===== src/rtl/mem_req_arbiter_if.sv =====
// Bundle of the three requester ports, the DDR2 command/write-data FIFOs
// and the read-return path. The arbiter takes the slave view; whatever
// drives requests and models the memory controller takes the master view.
interface mem_req_arbiter_if;
    logic         px_req;
    logic [27:0]  px_addr;
    logic         px_ack;

    logic         c_req;
    logic         c_we;
    logic [27:0]  c_addr;
    logic [255:0] c_din;
    logic [31:0]  c_mask;
    logic         c_ack;

    logic         g_req;
    logic [27:0]  g_addr;
    logic [255:0] g_din;
    logic [31:0]  g_mask;
    logic         g_ack;

    logic         af_full;
    logic         af_wr_en;
    logic [30:0]  af_addr_din;

    logic         wdf_full;
    logic         wdf_wr_en;
    logic [127:0] wdf_din;
    logic [15:0]  wdf_mask_din;

    logic         rdf_valid;
    logic [127:0] rdf_dout;
    logic [127:0] rd_data;
    logic         px_rd_valid;
    logic         c_rd_valid;

    modport slave (
        input  px_req, px_addr,
        input  c_req, c_we, c_addr, c_din, c_mask,
        input  g_req, g_addr, g_din, g_mask,
        input  af_full, wdf_full, rdf_valid, rdf_dout,
        output px_ack, c_ack, g_ack,
        output af_wr_en, af_addr_din,
        output wdf_wr_en, wdf_din, wdf_mask_din,
        output rd_data, px_rd_valid, c_rd_valid
    );

    modport master (
        output px_req, px_addr,
        output c_req, c_we, c_addr, c_din, c_mask,
        output g_req, g_addr, g_din, g_mask,
        output af_full, wdf_full, rdf_valid, rdf_dout,
        input  px_ack, c_ack, g_ack,
        input  af_wr_en, af_addr_din,
        input  wdf_wr_en, wdf_din, wdf_mask_din,
        input  rd_data, px_rd_valid, c_rd_valid
    );
endinterface


===== src/rtl/mem_req_arbiter.sv =====
// Arbitrates pixel-feeder reads, cache reads/writes and graphics writes onto
// a DDR2 controller. Writes are 256 bits split into two 128-bit beats; reads
// are tagged so the two returning beats can be routed to the right requester.
// The graphics requester gets promoted once it has waited STARVE_LIMIT cycles.
module mem_req_arbiter #(
    parameter int TAG_DEPTH    = 16,
    parameter int STARVE_LIMIT = 32
) (
    input  logic             cpu_clk_g,
    input  logic             rst,
    mem_req_arbiter_if.slave bus,
    output logic             tag_err_o
);
    localparam int PW = $clog2(TAG_DEPTH);

    typedef enum logic {IDLE, WR2} state_t;

    state_t        state_q, state_d;
    logic [127:0]  upperBeat_q, upperBeat_d;
    logic [15:0]   upperMask_q, upperMask_d;
    logic [5:0]    waitCnt_q, waitCnt_d;
    logic          tagMem_q [TAG_DEPTH];
    logic [PW-1:0] wrPtr_q, rdPtr_q;
    logic [PW:0]   tagCount_q;
    logic          beat_q;
    logic          err_q;

    logic tagFull, tagEmpty, readOk, writeOk, starved;
    logic pxElig, cElig, gElig;
    logic grantPx, grantC, grantG, grantRead, grantWrite;
    logic validBeat, headTag, tagPush, tagPop;

    // Pick at most one winner per cycle; a starved gfx request overrides px > c > g
    always_comb begin
        tagFull    = (tagCount_q == (PW+1)'(TAG_DEPTH));
        tagEmpty   = (tagCount_q == '0);
        readOk     = !bus.af_full && !tagFull;
        writeOk    = !bus.af_full && !bus.wdf_full;
        starved    = 32'(waitCnt_q) >= 32'(STARVE_LIMIT);
        pxElig     = bus.px_req && readOk;
        cElig      = bus.c_req && (bus.c_we ? writeOk : readOk);
        gElig      = bus.g_req && writeOk;
        grantPx    = 1'b0;
        grantC     = 1'b0;
        grantG     = 1'b0;
        if (!rst && state_q == IDLE) begin
            if (starved && gElig)  grantG  = 1'b1;
            else if (pxElig)       grantPx = 1'b1;
            else if (cElig)        grantC  = 1'b1;
            else if (gElig)        grantG  = 1'b1;
        end
        grantRead  = grantPx || (grantC && !bus.c_we);
        grantWrite = grantG || (grantC && bus.c_we);
        if (bus.g_req && !grantG)
            waitCnt_d = (waitCnt_q == 6'h3f) ? waitCnt_q : waitCnt_q + 6'd1;
        else
            waitCnt_d = '0;
    end

    // Drive acks and the DDR2 FIFOs, and move between the first and second write beat
    always_comb begin
        state_d          = state_q;
        upperBeat_d      = upperBeat_q;
        upperMask_d      = upperMask_q;
        bus.px_ack       = grantPx;
        bus.c_ack        = grantC;
        bus.g_ack        = grantG;
        bus.af_wr_en     = grantRead || grantWrite;
        bus.af_addr_din  = '0;
        bus.wdf_wr_en    = 1'b0;
        bus.wdf_din      = '0;
        bus.wdf_mask_din = '0;
        if (grantPx)
            bus.af_addr_din = {3'b001, bus.px_addr};
        else if (grantC)
            bus.af_addr_din = {(bus.c_we ? 3'b000 : 3'b001), bus.c_addr};
        else if (grantG)
            bus.af_addr_din = {3'b000, bus.g_addr};
        case (state_q)
            IDLE: begin
                if (grantWrite) begin
                    bus.wdf_wr_en = 1'b1;
                    state_d       = WR2;
                    if (grantG) begin
                        bus.wdf_din      = bus.g_din[127:0];
                        bus.wdf_mask_din = bus.g_mask[15:0];
                        upperBeat_d      = bus.g_din[255:128];
                        upperMask_d      = bus.g_mask[31:16];
                    end else begin
                        bus.wdf_din      = bus.c_din[127:0];
                        bus.wdf_mask_din = bus.c_mask[15:0];
                        upperBeat_d      = bus.c_din[255:128];
                        upperMask_d      = bus.c_mask[31:16];
                    end
                end
            end
            WR2: begin
                bus.wdf_din      = upperBeat_q;
                bus.wdf_mask_din = upperMask_q;
                if (!rst && !bus.wdf_full) begin
                    bus.wdf_wr_en = 1'b1;
                    state_d       = IDLE;
                end
            end
            default: state_d = IDLE;
        endcase
    end

    // Route returning read beats by the oldest outstanding tag; second beat retires it
    always_comb begin
        validBeat       = bus.rdf_valid && !tagEmpty && !rst;
        headTag         = tagMem_q[rdPtr_q];
        bus.px_rd_valid = validBeat && !headTag;
        bus.c_rd_valid  = validBeat && headTag;
        bus.rd_data     = bus.rdf_dout;
        tagPush         = grantRead;
        tagPop          = validBeat && beat_q;
    end

    // Tag storage needs no reset: the pointers and count decide what is valid
    always_ff @(posedge cpu_clk_g) begin
        if (tagPush)
            tagMem_q[wrPtr_q] <= grantC;
    end

    // State, latched upper beat, starvation counter, tag pointers and error flag
    always_ff @(posedge cpu_clk_g) begin
        if (rst) begin
            state_q     <= IDLE;
            upperBeat_q <= '0;
            upperMask_q <= '0;
            waitCnt_q   <= '0;
            wrPtr_q     <= '0;
            rdPtr_q     <= '0;
            tagCount_q  <= '0;
            beat_q      <= 1'b0;
            err_q       <= 1'b0;
        end else begin
            state_q     <= state_d;
            upperBeat_q <= upperBeat_d;
            upperMask_q <= upperMask_d;
            waitCnt_q   <= waitCnt_d;
            if (tagPush)
                wrPtr_q <= wrPtr_q + PW'(1);
            if (tagPop)
                rdPtr_q <= rdPtr_q + PW'(1);
            case ({tagPush, tagPop})
                2'b10:   tagCount_q <= tagCount_q + (PW+1)'(1);
                2'b01:   tagCount_q <= tagCount_q - (PW+1)'(1);
                default: tagCount_q <= tagCount_q;
            endcase
            if (validBeat)
                beat_q <= ~beat_q;
            if (bus.rdf_valid && tagEmpty)
                err_q <= 1'b1;
        end
    end

    assign tag_err_o = err_q;

endmodule


===== src/flat_wrapper.sv =====
// flat-port wrapper written by rule: the top's interface ports become plain ports
module mem_req_arbiter_flat 
#(
    parameter int TAG_DEPTH    = 16,
    parameter int STARVE_LIMIT = 32
)
  (cpu_clk_g, rst, tag_err_o, bus_px_req, bus_px_addr, bus_c_req, bus_c_we, bus_c_addr, bus_c_din, bus_c_mask, bus_g_req, bus_g_addr, bus_g_din, bus_g_mask, bus_af_full, bus_wdf_full, bus_rdf_valid, bus_rdf_dout, bus_px_ack, bus_c_ack, bus_g_ack, bus_af_wr_en, bus_af_addr_din, bus_wdf_wr_en, bus_wdf_din, bus_wdf_mask_din, bus_rd_data, bus_px_rd_valid, bus_c_rd_valid);
  mem_req_arbiter_if bus_i ();
  input  logic cpu_clk_g;
  input  logic rst;
  output logic tag_err_o;
  input wire logic [$bits(bus_i.px_req)-1:0] bus_px_req;
  input wire logic [$bits(bus_i.px_addr)-1:0] bus_px_addr;
  input wire logic [$bits(bus_i.c_req)-1:0] bus_c_req;
  input wire logic [$bits(bus_i.c_we)-1:0] bus_c_we;
  input wire logic [$bits(bus_i.c_addr)-1:0] bus_c_addr;
  input wire logic [$bits(bus_i.c_din)-1:0] bus_c_din;
  input wire logic [$bits(bus_i.c_mask)-1:0] bus_c_mask;
  input wire logic [$bits(bus_i.g_req)-1:0] bus_g_req;
  input wire logic [$bits(bus_i.g_addr)-1:0] bus_g_addr;
  input wire logic [$bits(bus_i.g_din)-1:0] bus_g_din;
  input wire logic [$bits(bus_i.g_mask)-1:0] bus_g_mask;
  input wire logic [$bits(bus_i.af_full)-1:0] bus_af_full;
  input wire logic [$bits(bus_i.wdf_full)-1:0] bus_wdf_full;
  input wire logic [$bits(bus_i.rdf_valid)-1:0] bus_rdf_valid;
  input wire logic [$bits(bus_i.rdf_dout)-1:0] bus_rdf_dout;
  output wire logic [$bits(bus_i.px_ack)-1:0] bus_px_ack;
  output wire logic [$bits(bus_i.c_ack)-1:0] bus_c_ack;
  output wire logic [$bits(bus_i.g_ack)-1:0] bus_g_ack;
  output wire logic [$bits(bus_i.af_wr_en)-1:0] bus_af_wr_en;
  output wire logic [$bits(bus_i.af_addr_din)-1:0] bus_af_addr_din;
  output wire logic [$bits(bus_i.wdf_wr_en)-1:0] bus_wdf_wr_en;
  output wire logic [$bits(bus_i.wdf_din)-1:0] bus_wdf_din;
  output wire logic [$bits(bus_i.wdf_mask_din)-1:0] bus_wdf_mask_din;
  output wire logic [$bits(bus_i.rd_data)-1:0] bus_rd_data;
  output wire logic [$bits(bus_i.px_rd_valid)-1:0] bus_px_rd_valid;
  output wire logic [$bits(bus_i.c_rd_valid)-1:0] bus_c_rd_valid;
  assign bus_i.px_req = bus_px_req;
  assign bus_i.px_addr = bus_px_addr;
  assign bus_i.c_req = bus_c_req;
  assign bus_i.c_we = bus_c_we;
  assign bus_i.c_addr = bus_c_addr;
  assign bus_i.c_din = bus_c_din;
  assign bus_i.c_mask = bus_c_mask;
  assign bus_i.g_req = bus_g_req;
  assign bus_i.g_addr = bus_g_addr;
  assign bus_i.g_din = bus_g_din;
  assign bus_i.g_mask = bus_g_mask;
  assign bus_i.af_full = bus_af_full;
  assign bus_i.wdf_full = bus_wdf_full;
  assign bus_i.rdf_valid = bus_rdf_valid;
  assign bus_i.rdf_dout = bus_rdf_dout;
  assign bus_px_ack = bus_i.px_ack;
  assign bus_c_ack = bus_i.c_ack;
  assign bus_g_ack = bus_i.g_ack;
  assign bus_af_wr_en = bus_i.af_wr_en;
  assign bus_af_addr_din = bus_i.af_addr_din;
  assign bus_wdf_wr_en = bus_i.wdf_wr_en;
  assign bus_wdf_din = bus_i.wdf_din;
  assign bus_wdf_mask_din = bus_i.wdf_mask_din;
  assign bus_rd_data = bus_i.rd_data;
  assign bus_px_rd_valid = bus_i.px_rd_valid;
  assign bus_c_rd_valid = bus_i.c_rd_valid;
  mem_req_arbiter #(.TAG_DEPTH(TAG_DEPTH), .STARVE_LIMIT(STARVE_LIMIT)) u_core (.cpu_clk_g(cpu_clk_g), .rst(rst), .bus(bus_i), .tag_err_o(tag_err_o));
endmodule

===== config.mk =====
export PLATFORM = sky130hd
export DESIGN_NAME = mem_req_arbiter_flat
export DESIGN_NICKNAME = d
export VERILOG_FILES = /design/src/rtl/mem_req_arbiter_if.sv /design/src/rtl/mem_req_arbiter.sv /design/src/flat_wrapper.sv
export SDC_FILE = /design/constraint.sdc
export NUM_CORES = 1
export LEC_CHECK = 0
export BUFFER_PORTS_ARGS = -buffer_cell sky130_fd_sc_hd__buf_2
export CAP_MARGIN = 20
export CORE_AREA = 2 2 435 437
export CTS_BUF_LIST = sky130_fd_sc_hd__clkbuf_8 sky130_fd_sc_hd__clkbuf_16
export DETAILED_ROUTE_END_ITERATION = 8
export DIE_AREA = 0 0 437 439
export PLACE_DENSITY = 0.3
export SLEW_MARGIN = 20
export SYNTH_ARGS = -nofsm -noshare
export SYNTH_HDL_FRONTEND = slang
export SYNTH_SLANG_ARGS = --single-unit

===== constraint.sdc =====
create_clock -name cpu_clk_g -period 4.1 [get_ports cpu_clk_g]
set_input_delay 0.41 -clock cpu_clk_g [delete_from_list [all_inputs] [get_ports cpu_clk_g]]
set_output_delay 0.41 -clock cpu_clk_g [all_outputs]
set_load 0.005 [all_outputs]

## Word-level counts from Yosys, hierarchy flattened

Memories as Yosys holds them, arrays and structs flattened. A register that Yosys moved wholly into a read port is not among the register bits.
Cells that the tools add are included.

- Mux-type cells: 35
- Reduce and logical (&&, ||, !) cells: 32
- $add $sub $neg: 5
- Bitwise logic cells: 3
- Magnitude comparators: 1
- $mul: 0
- Div/mod/pow operators: 0
- Equality and inequality tests: 4
- Shift operators: 0

Operator list:

| kind | count |
|---|---|
| 128-bit two-way mux | 3 |
| 128-bit case mux with 2 select lines | 1 |
| 31-bit two-way mux | 2 |
| 16-bit two-way mux | 3 |
| 16-bit case mux with 2 select lines | 1 |
| 28-bit two-way mux | 1 |
| 1-bit two-way mux | 19 |
| 1-bit logical AND | 17 |
| 5-bit case mux with 2 select lines | 1 |
| 4-bit by 1-bit adder with 4-bit output, second input constant | 2 |
| 1-bit zero test | 8 |
| 4-bit two-way mux | 2 |
| 6-bit by 1-bit adder with 6-bit output, second input constant | 1 |
| 6-bit equality test, second input constant | 1 |
| 6-bit greater-or-equal comparator, second input constant | 1 |
| 5-bit by 1-bit adder with 5-bit output, second input constant | 1 |
| 5-bit equality test, second input constant | 1 |
| 5-bit zero test | 1 |
| 5-bit by 1-bit subtractor with 5-bit output, second input constant | 1 |
| 1-bit case mux with 2 select lines | 2 |
| 1-bit logical OR | 3 |
| 1-bit inverter | 3 |
| 2-bit by 1-bit equality test with 1-bit output, second input constant | 1 |
| 2-bit equality test, second input constant | 1 |
| other kinds (3) | 3 |

- Memories kept: 1
- Register bits after elaboration: 166
- Bits in read-only memories: 0
- Latch bits: 0
- Memory bits (writable): 16
- Word-level logic and storage cells: 90

Memories:

| name | depth | width | rd ports | clocked after Yosys merged registers in | write ports | line | source |
|---|---|---|---|---|---|---|---|
| u_core.tagMem_q | 16 | 1 | 1 | 1 | 1 | mem_req_arbiter.sv:22 | `logic tagMem_q [TAG_DEPTH];` |

## Longest topological paths before layout

Gate-level depths: netlist of run 1.

- Word-level depth: 13
- Depth in mapped cells: 15
- Gate-level depth less buffers: 12

## Worst setup path after synthesis of run 1

No wires, ideal clock.

- Kind: input port to flip-flop
- Start point: in rst
- End point: reg u_core.tagCount_q[4]
- Arrival time: 3.050 ns
- Stages: 14
- Path buffers: 3
- Setup time: 0.059 ns
- Slack: 0.991 ns
- Cell sequence: buf_2 -> or2_1 -> a31oi_1 -> and3_1 -> clkbuf_1 -> inv_1 -> ha_1 -> clkbuf_1 -> xor2_1 -> ha_1 -> a21oi_1 -> a222oi_1 -> or4_1 -> nand2_1

- Cells in the longest elaborated chain, start to end: 7
- Elaborated cells on any way between the ends: 12

Ends and longest elaborated chain:

| element | line | source |
|---|---|---|
| start, declared | flat_wrapper.sv:10 | `input logic rst;` |
| 1-bit zero test * | mem_req_arbiter.sv:46 | `if (!rst && state_q == IDLE) begin` |
| 1-bit logical AND * | mem_req_arbiter.sv:46 |  |
| 1-bit two-way mux | mem_req_arbiter.sv:46 |  |
| 1-bit logical AND | mem_req_arbiter.sv:52 | `grantRead = grantPx \|\| (grantC && !bus.c_we);` |
| 1-bit logical OR * | mem_req_arbiter.sv:52 |  |
| named net u_core.grantRead | mem_req_arbiter.sv:30 | `logic grantPx, grantC, grantG, grantRead, grantWrite;` |
| 2-bit by 1-bit equality test with 1-bit output or 2-bit equality test (tied branches) | mem_req_arbiter.sv:147 | `case ({tagPush, tagPop})` |
| 5-bit case mux with 2 select lines or 2-bit nonzero test (tied branches) | -- |  |
| end signal, assigned | mem_req_arbiter.sv:148 | `2'b10: tagCount_q <= tagCount_q + (PW+1)'(1);` |
| end signal, assigned | mem_req_arbiter.sv:149 | `2'b01: tagCount_q <= tagCount_q - (PW+1)'(1);` |
| end signal, assigned | mem_req_arbiter.sv:150 | `default: tagCount_q <= tagCount_q;` |
| end, declared | mem_req_arbiter.sv:24 | `logic [PW:0] tagCount_q;` |

Mark *: on every way through the listed nets, which the timed path passes. The rest lies on a longest branch.
A chain may end at the register's enable or synchronous reset.

## Worst setup path after layout of run 1

- Start point: reg u_core.tagCount_q[2]
- End point: out bus_wdf_din[1]

- Cells in the longest elaborated chain, start to end: 13
- Elaborated cells on any way between the ends: 19

Ends and longest elaborated chain:

| element | line | source |
|---|---|---|
| 5-bit equality test * | mem_req_arbiter.sv:35 | `tagFull = (tagCount_q == (PW+1)'(TAG_DEPTH));` |
| 1-bit zero test * | mem_req_arbiter.sv:37 | `readOk = !bus.af_full && !tagFull;` |
| 1-bit logical AND * | mem_req_arbiter.sv:37 |  |
| 1-bit two-way mux | mem_req_arbiter.sv:41 | `cElig = bus.c_req && (bus.c_we ? writeOk : readOk);` |
| 1-bit logical AND | mem_req_arbiter.sv:41 |  |
| 1-bit two-way mux | mem_req_arbiter.sv:49 | `else if (cElig) grantC = 1'b1;` |
| 1-bit two-way mux | mem_req_arbiter.sv:48 | `else if (pxElig) grantPx = 1'b1;` |
| 1-bit two-way mux | mem_req_arbiter.sv:47 | `if (starved && gElig) grantG = 1'b1;` |
| 1-bit two-way mux | mem_req_arbiter.sv:46 |  |
| 1-bit logical AND | mem_req_arbiter.sv:53 | `grantWrite = grantG \|\| (grantC && bus.c_we);` |
| 1-bit logical OR | mem_req_arbiter.sv:53 |  |
| 128-bit two-way mux * | mem_req_arbiter.sv:81 | `if (grantWrite) begin` |
| 128-bit case mux with 2 select lines * | mem_req_arbiter.sv:79 | `case (state_q)` |
| end, declared | flat_wrapper.sv:33 | `output wire logic [$bits(bus_i.wdf_din)-1:0] bus_wdf_din;` |

Mark *: on every way between the ends. The rest lies on a longest branch, timed or not.

==> summary.md, run 1 <==
| Metric | Value |
|---|---|
| Seq/Total Area, Yosys | 0.324 |
| WP data arrival | between 3000 and 4000 ps |
| Via count | ~16000 |
| Slew margin rel. | 0.288 |
| Fin. max-slew vios | 0 |
| CTS H-tree depth | 4 |
| DRC errors left | 26 |
| Core area | ~0.19 mm2 |
| Synth Instances | 1575 |
| Worst path max stage delay | between 900 and 1000 ps |
| Rows | ~160 |
| CTS tree | yes |
| Clock transition at path regs | around 80 ps |
| Vias in the first global route | between 15000 and 20000 |
| RePlAce Congestion | roughly 1 |
| Global route overflow | 0 |
| DP Wirelength | approximately 95000 um |
| Fin Hold WS | 108 ps |
| Lkg Pwr | 8.70 nW |
| Post-synth top flop | dfxtp_1 |
| Nets | approximately 3000 |
| Synth-to-layout area growth | 59.5% |
| Mapped Avg Cell Area | about 7.6 um2 |
| Nature of the critical path startpoint | register |
| Power per cell area | between 200 and 250 mW/mm2 |
| Crit path kind | reg -> out |
| Slowest cell on crit path | a222oi_1 |
| Worst hold-check path type | in -> reg |
| Ys async rst share | 0 |
| Final hold vios | 0 |
| RSZ-0062 raised after global routing | no |
| Share of cells above drive strength 1 | 0.437 |
| # fillers | approximately 22000 |
| Setup violators final | 0 |
| Sink Count | between 150 and 200 |
| Vias per Instance | 3.27 |
| Post-layout util | 0.102 |
| Peak VDD IR | 0.000208 V |
| Placed cell count | 4718 |
| Final period util | 0.935 |
| Critical path required time | 3690 ps |
| Antenna violations before repair | 54 |
| DIE AREA | about 0.19 mm2 |
| CTS buffer count | 17 |
| Most common library cell in the layout ignoring fill and taps | buf_2 |
| Yosys warns | 0 |
| Power Total | approximately 0.0047 W |
| Avg WL per Cell | about 24 um |
| Cell variety after synth | 51 |
| Worst-path cell chain | nor4_4 > and2_1 > o221ai_4 > inv_8 > buf_12 > a222oi_1 > inv_1 > buf_2 |
| Max-cap check violation count | 0 |
| Hold buffer count at cts | 0 |
| I/O pins | around 1100 |
| Chip width | around 440 um |
| Die Y | ~440 um |
| Pre-CTS setup slack | 303 ps |
| Top-area cell type share of the netlist area | 0.284 |
| Root buffer selected by CTS | clkbuf_16 |
| Layout Skew | between 15 and 20 ps |
| FMAX | roughly 260 MHz |
| Pin count of the biggest net entering global routing | 128 |
| Starting Density | 0.0641 |
| Worst setup margin | roughly 270 ps |
| DRT antenna net count | 0 |
| Worst-Margin Slew | around 1100 ps |
| Area contributors post-synth | dfxtp_1, a222oi_1, buf_4 |
| Drt total wl | ~110000 um |
| Commonest cells after routing, fill and taps aside | buf_2, nor2_1, nand2_1 |
| CP Capture Type | output pin |
| Status | finished with violations |
| Cell Area, Synth | roughly 0.012 mm2 |
| Failing checks | DRC |
| Iter 0 DRT Violations | 1891 |
| Clk buf depth | 2 |
| Worst-Skew Late Latency | about 560 ps |
| Pre-antenna DRT Iters | 9 |
| Port bufs | around 850 |
| EDFF count, synth | 16 |
| Layout Cells excl Fill | 4769 |
| First-pass GRT wire length | approximately 150000 um |
| Fin crit period | 3830 ps |
| Crit Path Max Fanout | 43 |
| Area leader, netlist | dfxtp_1 |
| Yosys reg bits | 186 |
| GRT Overall Usage | 0.113 |
sequential cells by signal, indices dropped and copies added (netlist names), named ones only:
| name | cells |
|---|---|
| u_core.tag_err_o | 1 |
| u_core.upperMask_q | 16 |
| u_core.wrPtr_q | 4 |
| u_core.tagMem_q | 16 |
| u_core.waitCnt_q | 6 |
| u_core.rdPtr_q | 4 |
| u_core.upperBeat_q | 128 |
| u_core.state_q | 1 |
| u_core.tagCount_q | 5 |
| u_core.beat_q | 1 |
metal layers:
layer	track usage	up-vias	wire, um
met3	0.0428	164	10700
met2	0.184	842	54500
met5	0	-	36
li1	-	6899	-
met4	0.0385	6	2920
met1	0.136	7662	45100
synth_stat cells (4+ instances only):
cell type    n
a211oi_1    65
a21oi_1     72
a221oi_1    28
a222oi_1   145
a311oi_1    81
a31oi_1      4
buf_1       15
buf_2       44
buf_4      132
buf_6        8
clkbuf_1    82
dfxtp_1    170
edfxtp_1    16
ha_1        10
inv_1      158
mux4_2       5
nand2_1    234
nand2b_1     6
nand3_1      4
nor2_1     234
nor3_1       5
o21ai_0      5
xnor2_1      7
xor2_1       6
through the flow:
stage,TNS [ps],instance area (um2)
after CTS,0,19100
after global routing,0,19100
final,0,19100
after global placement,-302,18300
after floorplan,0,12000
after detailed placement,0,18500
cell families (layout without fill, tap and decap cells):
logic type	after synthesis	in the layout	synth area share
AND/OR/NAND/NOR	504	504	0.167
XOR/XNOR	13	13	0.00950
flip-flops	186	186	0.324
multiplexers	8	8	0.0119
other	1	18	0.000313
AO/OA/AOI/OAI	412	412	0.286
buffers and inverters	441	1123	0.190
adder cells (fa/ha/maj)	10	10	0.0104
cell type report:
cell class / count / area (um2) / area share
Inverter: 159 / 604 / 0.0316
Clock inverter: 14 / 133 / 0.00694
Timing Repair Buffer: 932 / 5040 / 0.264
Multi-Input combinational cell: 949 / 5850 / 0.306
Clock buffer: 18 / 439 / 0.0230
Tap cell: 2495 / 3120 / 0.163
Sequential cell: 186 / 3890 / 0.204
Antenna cell: 16 / 40.0 / 0.00209
critical path, delay by kind of cell, from the launching register on:
kind | cells | cell delay (ps)
AO/OA/AOI/OAI | 2 | 1170
buffers and inverters | 4 | 910
flip-flops | 1 | 440
AND/OR/NAND/NOR | 2 | 280
report_power, final:
group	internal [W]	switching [W]	total [W]
registers	0.00188	0.0000481	0.00193
logic	0.000381	0.000481	0.000862
clock network	0.000866	0.00100	0.00187
total	0.00313	0.00153	0.00466
path summary, 6_finish.rpt:
check / depth (start not counted) / slack, ps / from / to
hold / removal: 3 / 110 / bus_rdf_valid / u_core.tag_err_o
hold reg to reg: 2 / 470 / u_core.upperBeat_q[68] / u_core.upperBeat_q[68]
setup reg to reg: 12 / 1240 / u_core.tagCount_q[0] / u_core.tagCount_q[4]
setup / recovery: 8 / 270 / u_core.tagCount_q[2] / bus_wdf_din[1]
timing repair:
action                     CTS  global route
hold endpoints to repair     0             0
gates resized for setup      4             0
setup endpoints to repair    3             1
setup buffers                2             1
pin swaps                    1             2
Note: power is estimated with default switching activity, not from simulation.
==> run 2: changes to the inputs <==
--- a/config.mk
+++ b/config.mk
@@ -12,6 +12,7 @@
 export DETAILED_ROUTE_END_ITERATION = 8
 export DIE_AREA = 0 0 437 439
 export PLACE_DENSITY = 0.3
+export RECOVER_POWER = 100
 export SLEW_MARGIN = 20
 export SYNTH_ARGS = -nofsm -noshare
 export SYNTH_HDL_FRONTEND = slang
==> run 2 against run 1 <==
The run still ends with DRC left. Utilization down 0.16 points. Via count about the same. Combinational power down 2%. Critical path depth increased by 1. Routed wire length about the same. Largest cell class unchanged. Sequential share of layout area is 0.31 points higher.
==> summary.md, run 2 (synthesized netlist as in run 1, its figures left out) <==
| Metric | Value |
|---|---|
| Setup violators final | 0 |
| Max-cap check violation count | 0 |
| RSZ-0062 raised after global routing | no |
| Failing checks | DRC |
| Drt total wl | 113000 um |
| RePlAce Congestion | 0.989 |
| Clock transition at path regs | approximately 90 ps |
| Worst-Margin Slew | 1440 ps |
| GRT Overall Usage | 0.113 |
| Most flops, register | u_core.upperBeat_q |
| Max FFs per register | 128 |
| Final hold vios | 0 |
| Clk buf depth | 2 |
| CTS buffer count | 17 |
| CP Capture Type | output pin |
| Crit Path Max Fanout | 49 |
| Most common library cell in the layout ignoring fill and taps | buf_2 |
| Chip width | approximately 440 um |
| Vias in the first global route | between 15000 and 20000 |
| Peak VDD IR | roughly 0.00021 V |
| Slew margin rel. | 0.0387 |
| Lkg Pwr | approximately 8.2 nW |
| Pin count of the biggest net entering global routing | roughly 130 |
| Starting Density | 0.0641 |
| Antenna violations before repair | 54 |
| Worst path max stage delay | between 400 and 500 ps |
| Worst hold-check path type | in -> reg |
| Share of cells above drive strength 1 | 0.380 |
| Worst setup margin | between 200 and 250 ps |
| Via count | 15572 |
| Pre-CTS setup slack | 303 ps |
| CTS tree | yes |
| Crit path kind | reg -> out |
| First-pass GRT wire length | around 150000 um |
| Nets | between 3000 and 4000 |
| Synth-to-layout area growth | 57.0% |
| Status | finished with violations |
| Fin crit period | about 3900 ps |
| WP data arrival | 3450 ps |
| Pre-antenna DRT Iters | 9 |
| I/O pins | between 1000 and 1500 |
| Final period util | 0.942 |
| Delay-heaviest family, CP | buffers and inverters |
| DIE AREA | about 0.19 mm2 |
| Critical path required time | between 3000 and 4000 ps |
| Commonest cells after routing, fill and taps aside | buf_2, nor2_1, nand2_1 |
| Vias per Instance | between 3 and 4 |
| Worst-Skew Late Latency | between 500 and 600 ps |
| Power per cell area | 246 mW/mm2 |
| Sink Count | 186 |
| Slowest cell on crit path | a2111oi_4 |
| Worst-path cell chain | or2_0 > a2111oi_4 > and2_4 > clkbuf_1 > buf_12 > clkbuf_1 > a222oi_1 > inv_1 > buf_2 |
| FMAX | ~260 MHz |
| Port bufs | ~850 |
| Avg WL per Cell | approximately 24 um |
| Crit path top cell by count | clkbuf_1 |
| Rows | around 160 |
| Layout Skew | approximately 15 ps |
| Iter 0 DRT Violations | approximately 1900 |
| Placed cell areas | 0.0185 mm2 |
| Post-route cell area | 0.0188 mm2 |
| Nature of the critical path startpoint | register |
| Buffers and inverters on the worst path | 5 |
| DRC errors left | 25 |
| Root buffer selected by CTS | clkbuf_16 |
| Fin. max-slew vios | 0 |
| Die Y | 439 um |
| CTS H-tree depth | 4 |
| Global route overflow | 0 |
| Core area | 0.187 mm2 |
| DP Wirelength | between 90000 and 100000 um |
| DRT antenna net count | 0 |
| Biggest regs | u_core.upperBeat_q (128), u_core.tagMem_q (16), u_core.upperMask_q (16) |
==> run 2: cell types whose count changed in the layout (fill, tap and decap cells not counted), moves of 3 or more <==
cell	previous run	this run
buf_2	854	748
clkbuf_2	0	19
clkbuf_1	0	127
buf_12	14	11
buf_4	63	24
==> run 2: worst paths after layout <==
kind                               start                      to  slack [ps]  cells after the start
setup / recovery          u_core.state_q         bus_wdf_din[34]         240                      9
hold reg to reg   u_core.upperBeat_q[65]  u_core.upperBeat_q[65]         470                      2
setup reg to reg    u_core.tagCount_q[2]   u_core.upperBeat_q[0]        1010                      7
hold / removal             bus_rdf_valid        u_core.tag_err_o         110                      3
==> run 2: worst register-to-register path: cells and delay by family, from the launching register on <==
family                 cells  cell delay [ps]
AOI/OAI and AO/OA          2              610
DFF                        1              440
buffers and inverters      2             1100
and+or+nand+nor            3              840
==> run 2: power breakdown <==
part	leakage [nW]	total (W)	internal [W]	switching [W]
registers	1.53	0.00193	0.00188	0.0000480
clock network	0.280	0.00186	0.000866	0.000999
logic	6.37	0.000845	0.000364	0.000481
==> run 2: metal layers <==
metal	track usage	up-vias	routed length [um]
met5	0	-	36
li1	-	6900	-
met4	0.0385	6	2810
met1	0.136	7659	44900
met2	0.184	858	54800
met3	0.0428	149	10800
==> run 2: area by class of cell <==
cell class | instances | area (um2)
Clock inverter | 14 | 133
Tap cell | 2495 | 3120
Sequential cell | 186 | 3890
Antenna cell | 17 | 42.5
Multi-Input combinational cell | 949 | 5840
Fill cell | 22170 | 168000
Clock buffer | 18 | 439
Timing Repair Buffer | 932 | 4750
Inverter | 159 | 604
==> run 2: per-stage QoR <==
stage | utilization | setup TNS, ps | cells | power, W | hold slack [ps]
after detailed placement | 0.0987 | 0 | 4718 | 0.00284 | 454
after global routing | 0.101 | 0 | 4766 | 0.00489 | 67.0
final | 0.101 | 0 | 4770 | 0.00464 | 107
after floorplan | - | 0 | 1576 | 0.00229 | 436
after global placement | 0.0979 | -302 | 4695 | 0.00284 | 454
after CTS | 0.102 | 0 | 4752 | 0.00482 | 29.4
==> run 2: what timing repair did <==
item / in CTS / in global routing
resized for setup: 4 / 0
hold buffers: 0 / 0
buffers inserted: 2 / 1
endpoints found under the setup margin: 3 / 1
pin swaps: 1 / 2
